==> config.mk <==
export PLATFORM = sky130hd
export DESIGN_NAME = serial_nibble_rx
export DESIGN_NICKNAME = d
export VERILOG_FILES = /design/src/rtl/serial_nibble_rx.sv
export SDC_FILE = /design/constraint.sdc
export NUM_CORES = 1
export LEC_CHECK = 0
export ABC_CLOCK_PERIOD_IN_PS = 3700
export BUFFER_PORTS_ARGS = -buffer_cell sky130_fd_sc_hd__buf_4
export CAP_MARGIN = 20
export CORE_UTILIZATION = 45
export CTS_CLUSTER_DIAMETER = 50
export CTS_CLUSTER_SIZE = 28
export DETAILED_ROUTE_END_ITERATION = 16
export GPL_TIMING_DRIVEN = 1
export PLACE_DENSITY = 0.66
export REMOVE_ABC_BUFFERS = 1
export SYNTH_ARGS = -nofsm -noshare
export SYNTH_HDL_FRONTEND = slang
export SYNTH_SLANG_ARGS = --single-unit
==> constraint.sdc <==
create_clock -name clk -period 3.7 [get_ports clk]
set_input_delay 0.925 -clock clk [delete_from_list [all_inputs] [get_ports clk]]
set_output_delay 0.925 -clock clk [all_outputs]
set_load 0.03 [all_outputs]
==> src/rtl/serial_nibble_rx.sv <==
// -----------------------------------------------------------------------------
// serial_nibble_rx
//
// Serial-to-parallel front end for the 4-to-16 one-hot decoder stage. Bits
// arrive one per qualified cycle on bit_in/bit_valid, are gathered into a
// 4-bit code, and handed to a single-entry holding register that drives the
// decoder input. Delivery to the downstream consumer uses a valid/ready
// handshake; a completed nibble that finds the holding register full (and
// not draining) is dropped and flagged on overrun.
//
// Optional feature macro: PARITY_CHECK_EN
//   When defined, every nibble is followed by a fifth serial bit carrying
//   even parity over the four data bits. A mismatching nibble is dropped and
//   flagged on parity_err. When undefined, parity_err is tied low.
//
// Parameters:
//   MSB_FIRST   1: first received bit lands in code_out[3]
//               0: first received bit lands in code_out[0]
//
// Ports:
//   clk         in   rising-edge clock
//   rst_n       in   asynchronous active-low reset
//   bit_in      in   serial data bit, sampled when bit_valid=1
//   bit_valid   in   qualifies bit_in for one cycle
//   clear       in   synchronous abort of a partially received nibble
//   code_out    out  [3:0] assembled code (decoder input)
//   code_valid  out  code_out holds an undelivered code
//   code_ready  in   consumer accepts when code_valid & code_ready
//   overrun     out  one-cycle pulse: completed nibble dropped (register full)
//   parity_err  out  one-cycle pulse: parity mismatch (PARITY_CHECK_EN only)
//
// FSM states:
//   state  | meaning
//   -------+-------------------------------------------------------------
//   RECV   | collecting data bits, bit_cnt = number of data bits so far
//   PARITY | four data bits held in shreg, waiting for the parity bit
// -----------------------------------------------------------------------------
module serial_nibble_rx #(
    parameter bit MSB_FIRST = 1'b1
) (
    input  logic       clk,
    input  logic       rst_n,
    input  logic       bit_in,
    input  logic       bit_valid,
    input  logic       clear,
    output logic [3:0] code_out,
    output logic       code_valid,
    input  logic       code_ready,
    output logic       overrun,
    output logic       parity_err
);

    typedef enum logic {
        RECV   = 1'b0,
        PARITY = 1'b1
    } state_t;

    state_t     state;
    state_t     state_nxt;

    logic [2:0] bit_cnt;
    logic [3:0] shreg;
    logic [3:0] shift_nxt;
    logic [3:0] nibble;

    logic       bit_take;
    logic       last_data;
    logic       shift_en;
    logic       commit_try;
    logic       commit_ok;
    logic       drain;
`ifdef PARITY_CHECK_EN
    logic       par_fail;
`endif

    // clear has priority over a coincident bit_valid
    assign bit_take  = bit_valid & ~clear;

    assign shift_nxt = MSB_FIRST ? {shreg[2:0], bit_in} : {bit_in, shreg[3:1]};

    assign last_data = (state == RECV) && bit_take && (bit_cnt == 3'd3);

    // ------------------------------------------------------------------
    // State register
    // ------------------------------------------------------------------
    always_ff @(posedge clk or negedge rst_n) begin
        if (!rst_n) begin
            state <= RECV;
        end else begin
            state <= state_nxt;
        end
    end

    // ------------------------------------------------------------------
    // Next-state logic
    // ------------------------------------------------------------------
    always_comb begin
        state_nxt = state;
        case (state)
            RECV: begin
                if (last_data) begin
`ifdef PARITY_CHECK_EN
                    state_nxt = PARITY;
`else
                    state_nxt = RECV;
`endif
                end
            end
            PARITY: begin
                if (bit_take) begin
                    state_nxt = RECV;
                end
            end
            default: state_nxt = RECV;
        endcase
        if (clear) begin
            state_nxt = RECV;
        end
    end

    // ------------------------------------------------------------------
    // Output / control decode
    // ------------------------------------------------------------------
    always_comb begin
        shift_en   = 1'b0;
        commit_try = 1'b0;
        nibble     = shreg;
`ifdef PARITY_CHECK_EN
        par_fail   = 1'b0;
`endif
        case (state)
            RECV: begin
                shift_en = bit_take;
`ifndef PARITY_CHECK_EN
                // Without parity the 4th bit commits on the same edge it is
                // shifted, so the candidate is the post-shift value.
                commit_try = last_data;
                nibble     = shift_nxt;
`endif
            end
            PARITY: begin
`ifdef PARITY_CHECK_EN
                if (bit_take) begin
                    if (bit_in == ^shreg) begin
                        commit_try = 1'b1;
                    end else begin
                        par_fail = 1'b1;
                    end
                end
`endif
            end
            default: begin
                shift_en = 1'b0;
            end
        endcase
    end

    // ------------------------------------------------------------------
    // Bit counter and shift register
    // ------------------------------------------------------------------
    always_ff @(posedge clk or negedge rst_n) begin
        if (!rst_n) begin
            bit_cnt <= 3'd0;
        end else if (clear) begin
            bit_cnt <= 3'd0;
        end else if (bit_take) begin
`ifdef PARITY_CHECK_EN
            // In PARITY the counter sits at 4; the parity bit closes the frame.
            if (state == PARITY) begin
                bit_cnt <= 3'd0;
            end else begin
                bit_cnt <= bit_cnt + 3'd1;
            end
`else
            if (last_data) begin
                bit_cnt <= 3'd0;
            end else begin
                bit_cnt <= bit_cnt + 3'd1;
            end
`endif
        end
    end

    always_ff @(posedge clk or negedge rst_n) begin
        if (!rst_n) begin
            shreg <= 4'h0;
        end else if (clear) begin
            shreg <= 4'h0;
        end else if (shift_en) begin
            shreg <= shift_nxt;
        end
    end

    // ------------------------------------------------------------------
    // Holding register and handshake
    // ------------------------------------------------------------------
    assign drain     = code_valid & code_ready;
    // A full register may still accept when it is being drained this cycle.
    assign commit_ok = commit_try & (~code_valid | code_ready);

    always_ff @(posedge clk or negedge rst_n) begin
        if (!rst_n) begin
            code_out   <= 4'h0;
            code_valid <= 1'b0;
        end else if (commit_ok) begin
            code_out   <= nibble;
            code_valid <= 1'b1;
        end else if (drain) begin
            // code_out is left as-is so the decoder output stays steady.
            code_valid <= 1'b0;
        end
    end

    always_ff @(posedge clk or negedge rst_n) begin
        if (!rst_n) begin
            overrun <= 1'b0;
        end else begin
            overrun <= commit_try & ~commit_ok;
        end
    end

`ifdef PARITY_CHECK_EN
    always_ff @(posedge clk or negedge rst_n) begin
        if (!rst_n) begin
            parity_err <= 1'b0;
        end else begin
            parity_err <= par_fail;
        end
    end
`else
    assign parity_err = 1'b0;
`endif

endmodule

---- Word level (Yosys, flattened, before mapping) ----
Index checks and enable logic that the tools add are counted.
storage, ports and cells
  bits in registers ....................... 14
  latch bits .............................. 0
  memory bits (writable) .................. 0
  memory bits (read-only) ................. 0
  input bits .............................. 6
  output and inout bits ................... 7
  logic and storage cells ................. 35
  memories kept ........................... 0
cells by class
  $add $sub $neg .......................... 1
  multipliers ............................. 0
  div/mod/pow operators ................... 0
  $lt $le $gt $ge ......................... 0
  eq/ne operators ......................... 1
  shift operators ......................... 0
  muxes and demuxes ....................... 13
  bitwise logic cells ..................... 9
  reduce and logical (&&, ||, !) cells .... 5
operators with widths
  operator                                        count
  two-way mux 4 bit                               3
  two-way mux 3 bit                               3
  two-way mux 1 bit                               6
  nonzero test 2 bit                              3
  bitwise AND 1 bit                               4
  NOT 1 bit                                       4
  adder 3 x 1 -> 3 bit (second input constant)    1
  == test 3 x 2 -> 1 bit (second input constant)  1
  logical AND 1 bit                               2
  one-hot mux 1 bit (2 select lines)              1
  OR 1 bit                                        1

---- Logic depth before layout (Yosys ltp) ----
Gate-level depths: netlist (run 1).
  word-level depth ........................ 8
  mapped depth ............................ 5
  gate-level depth less buffers ........... 4

---- Least setup slack after synthesis (run 1) ----
Ideal clock, no wire load.
  kind .................................... input to register
  from .................................... input port clear
  to ...................................... register code_out[0]
  library setup time ...................... 0.125 ns
  data arrival time ....................... 1.853 ns
  data required time ...................... 3.575 ns
  setup slack ............................. 1.722 ns
  stages .................................. 3
  path buffers ............................ 1
  cells stage by stage .................... clkbuf_1 -> nor4b_4 -> mux2_2
between the ends
  word-level cells in the longest chain between the ends .. 6
ends and longest elaborated chain
  item                            line  source
  start: declaration              45    input logic clear,
  NOT 1 bit                       77    assign bit_take = bit_valid & ~clear;
  bitwise AND 1 bit               77
  logical AND 1 bit (2 in a row)  81    assign last_data = (state == RECV) && bit_take && (bit_cnt == 3'd3);
  two-way mux 1 bit               131   case (state)
  bitwise AND 1 bit               199   assign commit_ok = commit_try & (~code_valid | code_ready);
  end signal: assignment          206   code_out <= nibble;
  end: declaration                46    output logic [3:0] code_out,
Every way passes these cells.
A chain may end at the register's enable or synchronous reset.

---- Final worst setup path (run 1) ----
  from .................................... input port bit_valid
  to ...................................... register code_out[3]
between the ends
  word-level cells in the longest chain between the ends .. 5
ends and longest elaborated chain
  item                            line  source
  start: declaration              44    input logic bit_valid,
  bitwise AND 1 bit               77
  logical AND 1 bit (2 in a row)  81
  two-way mux 1 bit               131
  bitwise AND 1 bit               199
Every way passes these cells.

==> results of run 1 <==
[per-stage QoR]
| step | utilization, % | instance area (µm²) | worst slack, ps | cells |
|---|---|---|---|---|
| floorplan | - | 648.1 | 1875 | 51 |
| global placement | 55.51 | 749.5 | 1653 | 77 |
| detailed placement | 55.51 | 749.5 | 1656 | 77 |
| CTS | 57.18 | 772.0 | 1935 | 80 |
| global route | 57.18 | 772.0 | 1888 | 80 |
| finish | 57.18 | 772.0 | 1943 | 80 |
[cell families (layout without fill, tap and decap cells)]
group / Yosys count / in the layout / share of synthesized area, %
multiplexers: 12 / 12 / 19.08
other: 1 / 1 / 0.5499
flip-flops: 14 / 14 / 51.38
AND/OR/NAND/NOR: 20 / 20 / 20.00
AO/OA/AOI/OAI: 3 / 3 / 2.201
adder cells (fa/ha/maj): 1 / 1 / 1.835
buffers and inverters: 4 / 14 / 4.954
[layer usage]
layer	share of wire [%]	track usage (%)	up-vias
met4	1.6	5.000	0
met3	7.4	10.33	3
met5	0	0	-
met1	50	23.13	187
li1	-	-	207
met2	41	20.70	11
[state kept, by name, indices dropped and copies added, names as in the netlist]
signal / count
state: 1
shreg: 4
bit_cnt: 3
overrun: 1
code_valid: 1
code_out: 4
[area by class of cell]
type                    count  share of cell area (%)
multi-input cells          37                   38.57
clock buffers               3                   2.917
repair buffers             11                   10.70
flip-flops and latches     14                   45.38
well taps                  15                   2.431
[worst max-delay path: stages]
cell      delay [ps]
buf_4            130
nand2b_4         100
nor4b_4          380
mux2_2           370
[worst min path at each step]
stage          slack, ps               startpoint  depth (start not counted)                      end
5_1_grt              480                    rst_n                          1  code_out[2]$_DFFE_PN0P_
3_5_place_dp         500  code_out[2]$_DFFE_PN0P_                          1  code_out[2]$_DFFE_PN0P_
2_1_floorplan        480     shreg[3]$_DFFE_PN0P_                          2     shreg[3]$_DFFE_PN0P_
3_3_place_gp         490  code_out[1]$_DFFE_PN0P_                          1  code_out[1]$_DFFE_PN0P_
4_1_cts              480                    rst_n                          1  code_out[2]$_DFFE_PN0P_
6_report             480                    rst_n                          1   bit_cnt[0]$_DFFE_PN0P_
[cells in the final DEF, fill, tap and decap left out]
cell / netlist / routed
dfrtp_1: 14 / 14
buf_4: 1 / 11
mux2_2: 8 / 8
nor2_1: 5 / 5
nand2b_1: 4 / 4
mux2i_1: 4 / 4
a21oi_1: 3 / 3
nand2_1: 3 / 3
clkbuf_4: 0 / 3
nand2b_4: 1 / 1
or3_1: 1 / 1
nor3b_1: 1 / 1
or3b_2: 1 / 1
nand3b_1: 1 / 1
nor4b_4: 1 / 1
nand4b_1: 1 / 1
nand3_1: 1 / 1
ha_1: 1 / 1
conb_1: 1 / 1
[power by group through the flow]
| stage | registers (W) | clock network (W) | logic (W) |
|---|---|---|---|
| after global placement | 0.000165 | 0 | 0.0000359 |
| after CTS | 0.000162 | 0.0000861 | 0.0000369 |
| after global routing | 0.000163 | 0.0000954 | 0.0000402 |
| after detailed placement | 0.000165 | 0 | 0.0000367 |
| after floorplan | 0.000171 | 0 | 0.0000140 |
| final | 0.000162 | 0.0000814 | 0.0000362 |
==> reports/qor.csv, run 1 <==
metric,value,unit
antennaDiodeCount,0,
power_frac_clock,29.1,%
postCtsHoldBufs,0,
cp-start-kind,primary input,
crit_path_start,bit_valid,
synth_cells,55,
dieArea,1675,µm²
yosysWarnings,0,
critPathMaxFanout,8,
p_total,0.0002795,W
setup.worst_path.end_class,flip-flop,
maxCapViolations,0,
register_area,350.3,µm²
vias,408,
row_count,13,
grt_pass1_vias,380,
endpoint,code_out[3]$_DFFE_PN0P_,
drt-wirelength-per-cell,12.61,µm
max-vdd-ir-drop,0.1786,mV
dp_hpwl,738.7,µm
area_growth_syn_to_layout,13.21,%
comb_power_share,12.9,%
n_fill_cell,124,
rr_startpoint,state$_DFF_PN0_,
arrival,1920,ps
portBuffers,11,
via_per_inst,5.100,
yosysMostFrequentCell,dfrtp_1,
ctsResizeCount,0,
clock.fmax,569.2,MHz
root_buffer,clkbuf_4,
hold-worst-slack,481.1,ps
pwr-share-seq,58.0,%
rsz0062_at_grt,no,
synth_area_leaders,"dfrtp_1, mux2_2, mux2i_1",
tns,0,ps
core-area,1350,µm²
gp_congestion,0.7072,
drive_gt1_share,38.46,%
nets,74,
synth_top_area_share,51.38,%
synth_common_cells,"dfrtp_1, mux2_2, nor2_1",
globalRouteOverflowTotal,0,
synth_area_leader_cell,dfrtp_1,
p_sw_share,24.15,%
crit_type,primary input to flip-flop,
fin_skew,1.651,ps
clock_path_buffers,2,
p_per_area,362.0,nW/µm²
avgSynthCellArea,12.40,µm²
drt_pass1_iterations,2,
antenna_found_initial,0,
synth_edf_count,0,
fin_crit_sh,47.48,%
post_cts_buffers,0,
p_switching,0.00006748,W
cts_tree,yes,
reg2reg_slack,2120,ps
syn_area,681.9,µm²
intPower,0.0002120,W
ys_async_sr_fraction,100.0,%
min_period,1757,ps
grt_max_degree,15,
finalHoldViolations,0,
die_y,40.93,µm
slew_viol_final,0,
ys_seq_area_share,51.38,%
ios,13,
cp.required,3860,ps
drcViolationCount,0,
status,"finished, final reports clean",
grt_usage,16.63,%
htreeDepth,1,
die_w,40.93,µm
grt_first_pass_wirelength,1.711,mm
antenna_left,0,
hp-class,primary input to async pin,
clkSinkCount,14,
dr.first_iter.drc_count,3,
multi_input_area,297.8,µm²
clkSlewWorstSetupHoldPaths,70,ps
ff2ff_path_depth,3,
synth_seq_cells,14,
synth.distinct_cells,20,
p_leak,0.3843,nW
worstReg2RegEnd,code_out[3]$_DFFE_PN0P_,
cts_buffers,3,
ys.flop_type,dfrtp_1,
report.final.setup_viol,0,
drt_wl_total,1.009,mm
clock_latency,270,ps
start_util,50.51,%
Power figures use the tool's default switching activity.
==> run 2, diff against run 1 <==
--- a/config.mk
+++ b/config.mk
@@ -5,7 +5,7 @@
 export SDC_FILE = /design/constraint.sdc
 export NUM_CORES = 1
 export LEC_CHECK = 0
-export ABC_CLOCK_PERIOD_IN_PS = 3700
+export ABC_CLOCK_PERIOD_IN_PS = 1700
 export BUFFER_PORTS_ARGS = -buffer_cell sky130_fd_sc_hd__buf_4
 export CAP_MARGIN = 20
 export CORE_UTILIZATION = 45
==> constraint.sdc (replaced) <==
create_clock -name clk -period 1.7 [get_ports clk]
set_input_delay 0.425 -clock clk [delete_from_list [all_inputs] [get_ports clk]]
set_output_delay 0.425 -clock clk [all_outputs]
set_load 0.03 [all_outputs]
==> reports/qor.csv, run 2 (synthesized netlist as in run 1, its figures left out) <==
metric,value,unit
status,"finished, final reports clean",
p_leak,0.4011,nW
worstReg2RegEnd,code_out[3]$_DFFE_PN0P_,
vias,408,
dp_hpwl,705.9,µm
crit_path_start,bit_cnt[0]$_DFFE_PN0P_,
ios,13,
die_y,40.93,µm
fin_skew,0.8237,ps
start_util,50.51,%
clkSinkCount,14,
fin_crit_sh,91.80,%
p_sw_share,24.01,%
hold-worst-slack,371.8,ps
power_frac_clock,35.6,%
p_per_area,836.9,nW/µm²
intPower,0.0005108,W
core-area,1350,µm²
tns,0,ps
path_cells,"ha_1, nand2b_1, nor4b_4, mux2_2",
dieArea,1675,µm²
pwr-share-seq,52.5,%
report.final.setup_viol,0,
row_count,13,
grt_first_pass_wirelength,1.580,mm
grt_max_degree,15,
cp-start-kind,flip-flop,
antennaDiodeCount,0,
cp_slowest_cell,dfrtp_1,
ff2ff_path_depth,4,
via_per_inst,4.916,
holdPathStages,2,
crit_type,flip-flop to flip-flop,
setup.worst_path.end_class,flip-flop,
finalHoldViolations,0,
rr_startpoint,bit_cnt[0]$_DFFE_PN0P_,
cts_buffers,3,
antenna_left,0,
grt_pass1_vias,353,
arrival,1730,ps
min_period,1561,ps
n_fill_cell,120,
dr.first_iter.drc_count,5,
hp-class,primary input to flip-flop,
mostFrequentLayoutCell,dfrtp_1,
critical_path_buf_inv_count,0,
holdCritStartpoint,bit_valid,
worstHoldEndpoint,state$_DFF_PN0_,
drt_wl_total,999,µm
root_buffer,clkbuf_4,
globalRouteOverflowTotal,0,
cts_tree,yes,
die_w,40.93,µm
portBuffers,11,
max-vdd-ir-drop,0.3771,mV
drcViolationCount,0,
clock_path_buffers,2,
area_growth_syn_to_layout,17.80,%
cp.required,1870,ps
cpPeakStageDelay,380,ps
post_cts_buffers,0,
clkSlewWorstSetupHoldPaths,80,ps
antenna_found_initial,0,
rsz0062_at_grt,no,
drt_pass1_iterations,2,
reg.largest.list,"code_out: 4 flops, shreg: 4 flops, bit_cnt: 3 flops",
gp_congestion,0.7640,
htreeDepth,1,
drt-wirelength-per-cell,12.04,µm
critPathMaxFanout,4,
reg2reg_slack,140,ps
crit_family,simple AND/OR/NAND/NOR gates,
drive_gt1_share,39.71,%
grt_usage,15.28,%
slew_viol_final,0,
clock.fmax,640.8,MHz
p_switching,0.0001614,W
comb_power_share,11.9,%
layout_common_cells,"dfrtp_1, buf_4, mux2_2, nor2_1",
maxCapViolations,0,
clock_latency,280,ps
nets,76,
run 2: cell types whose count changed in the layout (fill, tap and decap cells not counted), sizes merged:
cell and change:
buf +1, dlygate4sd3 +1, clkbuf +1
run 2: power groups by stage:
stage / combinational [W] / sequential (W) / clock [W]
final: 0.0000798 / 0.000353 / 0.000240
after global routing: 0.0000886 / 0.000356 / 0.000266
after CTS: 0.0000812 / 0.000353 / 0.000249
after detailed placement: 0.0000788 / 0.000359 / 0
after global placement: 0.0000779 / 0.000359 / 0
after floorplan: 0.0000305 / 0.000371 / 0
run 2: layer usage:
| layer | track usage (%) | wire (µm) |
|---|---|---|
| met1 | 19.11 | 521 |
| met2 | 21.88 | 414 |
| met3 | 7.065 | 48 |
| met4 | 7.500 | 14 |
| met5 | 0 | 0 |
run 2: how the worst max path moves through the flow:
stage | to | slack, ps | cells after the start
floorplan | code_out[0]$_DFFE_PN0P_ | 250 | 3
global placement | code_out[1]$_DFFE_PN0P_ | 150 | 4
detailed placement | code_out[3]$_DFFE_PN0P_ | 150 | 4
CTS | code_out[3]$_DFFE_PN0P_ | 150 | 4
global route | code_out[0]$_DFFE_PN0P_ | 40 | 4
finish | code_out[3]$_DFFE_PN0P_ | 140 | 4
run 2: timing repair:
| action | 4_1_cts | 5_1_grt |
|---|---|---|
| hold buffers | 1 | 0 |
| gates resized for setup | 0 | 0 |
| hold endpoints to repair | 14 | 0 |
run 2: through the flow:
| stage | instances | worst slack [ps] | area [µm²] | util [%] | power (W) |
|---|---|---|---|---|---|
| 6_report | 83 | 139.3 | 803.3 | 59.50 | 0.0006722 |
| 5_1_grt | 83 | 41.56 | 803.3 | 59.50 | 0.0007106 |
| 4_1_cts | 83 | 149.2 | 803.3 | 59.50 | 0.0006834 |
| 3_5_place_dp | 78 | 145.4 | 757.0 | 56.07 | 0.0004381 |
| 3_3_place_gp | 78 | 153.1 | 757.0 | 56.07 | 0.0004372 |
| 2_1_floorplan | 51 | 251.2 | 648.1 | - | 0.0004017 |
run 2: cell type report:
type | instances | area, µm² | share of cell area [%]
tap | 15 | 18.77 | 2.336
sequential | 14 | 350.3 | 43.61
multi-input combinational | 37 | 297.8 | 37.07
timing repair buffer | 13 | 100.1 | 12.46
clock buffer | 4 | 36.28 | 4.517
==> run 3, diff against run 2 <==
--- a/config.mk
+++ b/config.mk
@@ -8,13 +8,14 @@
 export ABC_CLOCK_PERIOD_IN_PS = 1700
 export BUFFER_PORTS_ARGS = -buffer_cell sky130_fd_sc_hd__buf_4
 export CAP_MARGIN = 20
-export CORE_UTILIZATION = 45
-export CTS_CLUSTER_DIAMETER = 50
+export CORE_UTILIZATION = 51
+export CTS_CLUSTER_DIAMETER = 150
 export CTS_CLUSTER_SIZE = 28
 export DETAILED_ROUTE_END_ITERATION = 16
 export GPL_TIMING_DRIVEN = 1
-export PLACE_DENSITY = 0.66
+export PLACE_DENSITY = 0.73
 export REMOVE_ABC_BUFFERS = 1
+export SKIP_CTS_REPAIR_TIMING = 1
 export SYNTH_ARGS = -nofsm -noshare
 export SYNTH_HDL_FRONTEND = slang
 export SYNTH_SLANG_ARGS = --single-unit
==> reports/qor.csv, run 3 (synthesized netlist as in run 1, its figures left out) <==
metric,value,unit
p_per_area,770.9,nW/µm²
root_buffer,clkbuf_4,
drt_wl_total,999,µm
p_total,0.0006077,W
cts_tree,yes,
clock_path_buffers,2,
tns,0,ps
dp_hpwl,751.2,µm
row_count,12,
start_util,58.23,%
max-vdd-ir-drop,0.3952,mV
mostFrequentLayoutCell,dfrtp_1,
cts_buffers,3,
cp-start-kind,flip-flop,
n_fill_cell,92,
slew_viol_final,0,
nets,76,
reg.largest.list,"code_out: 4 flops, shreg: 4 flops, bit_cnt: 3 flops",
antennaDiodeCount,0,
clkSlewWorstSetupHoldPaths,70,ps
ff2ff_path_depth,4,
globalRouteOverflowTotal,0,
reg2reg_slack,150,ps
gp_congestion,0.7108,
min_period,1549,ps
grt_max_degree,15,
worstReg2RegEnd,code_out[2]$_DFFE_PN0P_,
area_growth_syn_to_layout,15.60,%
cp_slowest_cell,dfrtp_1,
hp-class,primary input to flip-flop,
drt-wirelength-per-cell,12.33,µm
cpPeakStageDelay,380,ps
die_w,38.57,µm
holdPathStages,2,
drcViolationCount,0,
layout_common_cells,"dfrtp_1, buf_4, mux2_2, nor2_1",
vias,426,
grt_usage,18.10,%
dr.first_iter.drc_count,6,
holdCritStartpoint,bit_valid,
die_y,38.57,µm
maxCapViolations,0,
grt_pass1_vias,425,
arrival,1710,ps
worstHoldEndpoint,state$_DFF_PN0_,
finalHoldViolations,0,
crit_family,simple AND/OR/NAND/NOR gates,
cp.required,1860,ps
antenna_found_initial,0,
critPathMaxFanout,4,
rsz0062_at_grt,no,
drt_pass1_iterations,3,
path_cells,"ha_1, nand2b_1, nor4b_4, mux2_2",
clock.fmax,645.4,MHz
rr_startpoint,bit_cnt[0]$_DFFE_PN0P_,
clkSinkCount,14,
ios,13,
fin_crit_sh,91.15,%
portBuffers,11,
fin_skew,1.581,ps
p_leak,0.3939,nW
report.final.setup_viol,0,
drive_gt1_share,38.81,%
clock_latency,270,ps
htreeDepth,1,
critical_path_buf_inv_count,0,
dieArea,1487,µm²
setup.worst_path.end_class,flip-flop,
crit_type,flip-flop to flip-flop,
status,"finished, final reports clean",
core-area,1171,µm²
antenna_left,0,
via_per_inst,5.259,
grt_first_pass_wirelength,1.738,mm
## run 3: changes by cell type in the layout (fill, tap and decap cells not counted), sizes merged
cell,before,now
clkbuf,4,3
## run 3: how the worst max path moves through the flow
stage	slack (ps)	from	endpoint	depth (start not counted)
2_1_floorplan	250	state$_DFF_PN0_	code_out[0]$_DFFE_PN0P_	3
3_3_place_gp	170	bit_valid	code_out[2]$_DFFE_PN0P_	4
3_5_place_dp	150	bit_valid	code_out[2]$_DFFE_PN0P_	4
4_1_cts	140	bit_cnt[0]$_DFFE_PN0P_	code_out[2]$_DFFE_PN0P_	4
5_1_grt	50	bit_cnt[0]$_DFFE_PN0P_	code_out[0]$_DFFE_PN0P_	4
6_report	150	bit_cnt[0]$_DFFE_PN0P_	code_out[2]$_DFFE_PN0P_	4
## run 3: layout make-up
cell class	count	area, µm²	area share, %
Clock buffer	3	22.52	2.857
Multi-Input combinational cell	37	297.8	37.78
Sequential cell	14	350.3	44.44
Tap cell	14	17.52	2.222
Timing Repair Buffer	13	100.1	12.70
## run 3: metrics by stage
stage	utilization (%)	hold WS (ps)	worst slack, ps	std cells	instance area [µm²]
floorplan	-	129.4	251.2	51	648.1
global placement	64.53	279.7	166.8	77	755.7
detailed placement	64.53	280.0	147.7	77	755.7
CTS	66.45	-19.21	138.4	80	778.2
global route	67.31	387.1	54.89	81	788.3
finish	67.31	383.6	150.5	81	788.3
## run 3: worst reg2reg max path, stage by stage (launching register included)
cell	delay, ps
dfrtp_1	380
ha_1	220
nand2b_1	120
nor4b_4	340
mux2_2	380
## run 3: report_power, final
group          switching, W  internal, W
clock network     0.0000935    0.0000819
registers        0.00000801     0.000345
logic             0.0000439    0.0000353
## run 3: routing by layer
metal	track usage [%]	part of all wire (%)	vias to the layer above	wire length, µm
li1	-	-	214	-
met1	22.73	50	200	495
met2	28.75	46	12	457
met3	6.977	4.6	0	46
met4	5.172	0	0	0
met5	0	0	-	0
